### config.mk
export PLATFORM = sky130hd
export DESIGN_NAME = botao_cond
export DESIGN_NICKNAME = d
export VERILOG_FILES = /design/src/rtl/botao_cond.sv
export SDC_FILE = /design/constraint.sdc
export NUM_CORES = 1
export LEC_CHECK = 0
export BUFFER_PORTS_ARGS = -buffer_cell sky130_fd_sc_hd__buf_2
export CORE_ASPECT_RATIO = 1.25
export CORE_UTILIZATION = 55
export CTS_CLUSTER_SIZE = 24
export DETAILED_ROUTE_END_ITERATION = 6
export GPL_TIMING_DRIVEN = 0
export MAX_ROUTING_LAYER = met4
export PLACE_DENSITY_LB_ADDON = 0.05
export SLEW_MARGIN = 15
export SYNTH_ARGS = -nofsm -noshare
export SYNTH_HDL_FRONTEND = slang
export SYNTH_SLANG_ARGS = --single-unit
### constraint.sdc
create_clock -name clk -period 1.9 [get_ports clk]
set_clock_uncertainty 0.2 [all_clocks]
set_input_delay 0 -clock clk [delete_from_list [all_inputs] [get_ports clk]]
set_output_delay 0 -clock clk [all_outputs]
set_load 0.05 [all_outputs]
### src/rtl/botao_cond.sv
// Pedestrian button conditioner: synchronizes and debounces a raw button, then
// runs an IDLE/PENDING/COOLDOWN handshake that drives the semaforo bt input.
module botao_cond #(
  parameter int unsigned DEBOUNCE = 4,
  parameter int unsigned COOLDOWN = 8
) (
  input  logic       clk,
  input  logic       rst,
  input  logic       btn_raw,
  input  logic       ack,
  output logic       bt,
  output logic [1:0] estado
);

  typedef enum logic [1:0] {
    S_IDLE     = 2'b00,
    S_PENDING  = 2'b01,
    S_COOLDOWN = 2'b10,
    S_ILLEGAL  = 2'b11
  } state_e;

  localparam logic [7:0] DB_LAST      = 8'(DEBOUNCE - 1);
  localparam logic [7:0] CD_LAST      = 8'(COOLDOWN - 1);
  localparam bit         HAS_COOLDOWN = (COOLDOWN != 0);

  logic       s1_q, s2_q;
  logic       btn_s;
  logic       btn_db_q, btn_db_d;
  logic [7:0] cnt_q, cnt_d;
  logic       press;

  state_e     state_q, state_d;
  logic [7:0] ccnt_q, ccnt_d;
  logic       bt_q, bt_d;

  assign btn_s = s2_q;

  // NOTE: sequential state uses non-blocking assignments so every flop samples
  // pre-edge values; blocking here would collapse the synchronizer into one flop.
  always_ff @(posedge clk or negedge rst) begin
    if (!rst) begin
      s1_q     <= 1'b0;
      s2_q     <= 1'b0;
      btn_db_q <= 1'b0;
      cnt_q    <= '0;
    end else begin
      s1_q     <= btn_raw;
      s2_q     <= s1_q;
      btn_db_q <= btn_db_d;
      cnt_q    <= cnt_d;
    end
  end

  // NOTE: defaults first in every always_comb so no path leaves an output
  // unassigned, which would otherwise infer a latch.
  always_comb begin
    btn_db_d = btn_db_q;
    cnt_d    = cnt_q;
    if (btn_s == btn_db_q) begin
      cnt_d = '0;
    end else if (cnt_q == DB_LAST) begin
      btn_db_d = btn_s;
      cnt_d    = '0;
    end else begin
      cnt_d = cnt_q + 8'd1;
    end
  end

  // Rising acceptance of the debounced level; a held button yields it only once.
  assign press = btn_s & ~btn_db_q & (cnt_q == DB_LAST);

  always_ff @(posedge clk or negedge rst) begin
    if (!rst) begin
      state_q <= S_IDLE;
      ccnt_q  <= '0;
      bt_q    <= 1'b0;
    end else begin
      state_q <= state_d;
      ccnt_q  <= ccnt_d;
      bt_q    <= bt_d;
    end
  end

  always_comb begin
    state_d = state_q;
    ccnt_d  = ccnt_q;
    case (state_q)
      S_IDLE: begin
        if (press) state_d = S_PENDING;
      end
      S_PENDING: begin
        // ack takes priority; a press arriving on the same edge is dropped
        if (ack) begin
          if (HAS_COOLDOWN) begin
            state_d = S_COOLDOWN;
            ccnt_d  = '0;
          end else begin
            state_d = S_IDLE;
          end
        end
      end
      S_COOLDOWN: begin
        ccnt_d = ccnt_q + 8'd1;
        if (ccnt_q == CD_LAST) state_d = S_IDLE;
      end
      default: state_d = S_IDLE;
    endcase
  end

  // bt is registered from the next state so it moves together with estado.
  always_comb begin
    bt_d = (state_d == S_PENDING);
  end

  assign bt     = bt_q;
  assign estado = state_q;

endmodule
==> results.sh <==
export IMPL_top_layer="met4"
export IMPL_initial_core_util=0.595
export IMPL_ys_seq_area_frac=0.518
export IMPL_grt_first_pass_wirelength_mm=3.00
export IMPL_fill_cells=160
export IMPL_synth_largest_area_cell="dfrtp_1"
export IMPL_ctsLongestPathBuffers=2
export IMPL_setup_viol=0
export IMPL_first_iter_violations=9
export IMPL_num_vias=743
export IMPL_synthTopCellsByArea="dfrtp_1 (52%), mux2i_1 (4.7%), ha_1 (3.5%)"
export IMPL_cts_resized=0
export IMPL_cts_buffers=3
export IMPL_cp_required_ns=1.90
export IMPL_cts_tree="built"
export IMPL_wl_met2_um=969
export IMPL_die_area_um2=2110
export IMPL_clock_sinks=22
export IMPL_syn_num_nets=101
export IMPL_routed_wl_mm=1.81
export IMPL_portBuffers=6
export IMPL_viasPerCell=5.94
export IMPL_cp_end_kind="flop"
export IMPL_start_kind="flop"
export IMPL_ys_warn_count=0
export IMPL_dpl_hpwl_mm=1.27
export IMPL_period_share=0.894
export IMPL_cts_setup_buffers=0
export IMPL_synth_cell_types=33
export IMPL_dieWidth_um=41.3
export IMPL_fin_crit_ns=1.70
export IMPL_hold_slack_ns=-0.0209
export IMPL_p_leak_nw=0.569
export IMPL_finalPower_mw=1.39
export IMPL_ant_nets=0
export IMPL_status="finished with violations"
export IMPL_final_cells=125
export IMPL_met3_length_um=24
export IMPL_tns_ns=0
export IMPL_max_cap_violations=0
export IMPL_num_antenna_cells=0
export IMPL_clk_pin_slew_ns=0.12
export IMPL_slew_viol_final=0
export IMPL_crit_fanout=5
export IMPL_seqCellArea_um2=551
export IMPL_dp_cells=119
export IMPL_hold_viol=22
export IMPL_syn2layout_area_growth_pct=10.0
export IMPL_htreeDepth=1
export IMPL_crit_type="flop to flop"
export IMPL_worst_pin_slew_ns=0.497
export IMPL_drive_above_1_share=0.160
export IMPL_synth_seq_cells=22
export IMPL_fin_area_um2=1170
export IMPL_violations="negative hold slack"
export IMPL_detailedRoute_firstPassIterationCount=4
export IMPL_syn_inst=94
export IMPL_placed_area_um2=1120
export IMPL_core_area_um2=1790
export IMPL_post_place_ws_ns=0.206
export IMPL_power_density_nw_per_um2=1190
export IMPL_avgSynthCellArea_um2=11.3
export IMPL_netlist_area_um2=1060
export IMPL_peakVddDrop_mv=0.658
export IMPL_hold_path_class="primary input to async pin"
export IMPL_arrival_ns=1.70
export IMPL_setup_ws_ns=0.202
export IMPL_ios=7
export IMPL_synthFlopType="dfrtp_1"
export IMPL_root_buffer="clkbuf_4"
export IMPL_grt_overflow_total=0
export IMPL_gp_congestion=0.696
export IMPL_grt_max_degree=23
export IMPL_grt_use_total=0.219
export IMPL_synth_enable_flop_cells=0
export IMPL_insertion_delay_ns=0.30
export IMPL_synthTopCellsByCount="dfrtp_1 (22), nand2_1 (9), nand3_1 (7), nor2_1 (7)"
export IMPL_grt_setup_unrepaired="no"
export IMPL_drc=0
export IMPL_multiInputGateArea_um2=500
export IMPL_grt_pass1_vias=733
export IMPL_synth_async_reset_ratio=1.00
export IMPL_max_freq_ghz=0.589
export IMPL_wire_per_inst_um=14.5
export IMPL_fin_util=0.654
export IMPL_core_rowCount=17
export IMPL_die_h_um=51.1
export IMPL_slew_headroom=0.669
export IMPL_nets=115
export IMPL_antenna_found_initial=0
export IMPL_wl_met1_um=781
export IMPL_synth_most_common_cell="dfrtp_1"
export IMPL_synth_top_area_frac=0.518
[layout by cell type, fill, tap and decap left out, types with 2 or more instances in the layout]
cell / synthesis / routed
a21oi_1: 4 / 4
inv_1: 3 / 3
ha_1: 3 / 3
xor2_1: 2 / 2
nand3_1: 7 / 7
buf_2: 0 / 6
nand4_1: 3 / 3
nor2_1: 7 / 7
clkbuf_4: 0 / 3
mux2i_1: 5 / 5
or3_1: 3 / 3
o21ai_0: 5 / 5
dfrtp_1: 22 / 22
nand2_1: 9 / 9
dlygate4sd3_1: 0 / 3
[critical path, stage by stage (launching register included)]
cell and delay, ns:
dfrtp_1 0.43, ha_1 0.27, nor3b_2 0.26, nand3b_1 0.11
mux2_1 0.32
[path summary, 6_finish.rpt]
check	to	cells past startpoint	start	slack [ns]
worst max-delay path	btn_db_q	4	cnt_q[0]	0.20
worst min-delay path	cnt_q[7]	2	rst	-0.02
worst max register to register	btn_db_q	4	cnt_q[0]	0.20
worst min register to register	btn_s	0	s1_q	0.17
max in group asynchronous	ccnt_q[0]	2	rst	1.18
min in group clk	s1_q	2	btn_raw	0.14
[routing by layer]
metal	track usage	vias up
li1	-	368
met4	0.113	0
met5	-	-
met3	0.0261	4
met1	0.234	367
met2	0.372	4
[sequential cells by signal (all words and copies together) (netlist names)]
signal	cells
ccnt_q	8
cnt_q	8
estado	2
bt	1
btn_db_q	1
btn_s	1
s1_q	1
[timing repair]
action	in CTS	in global routing
hold buffers	4	0
endpoints found under the hold margin	31	0
endpoints found under the setup margin	0	22
[cells by family after synthesis]
family | count (synthesis) | synth area share
and+or+nand+nor | 42 | 0.253
DFF | 22 | 0.518
AOI/OAI and AO/OA | 13 | 0.0754
muxes | 8 | 0.0824
xor gates and xnor gates | 3 | 0.0247
buffers and inverters | 3 | 0.0106
adders and majority gates | 3 | 0.0353
[cell type report]
class	count	share of cell area
flip-flops and latches	22	0.471
inverters	3	0.00964
clock buffers	3	0.0193
well taps	19	0.0203
multi-input cells	69	0.428
repair buffers	9	0.0514
[power breakdown]
part / internal (mW) / switching, mW
sequential: 0.597 / 0.147
combinational: 0.196 / 0.241
clock: 0.0740 / 0.132
Note: power is estimated with default switching activity, not from simulation.
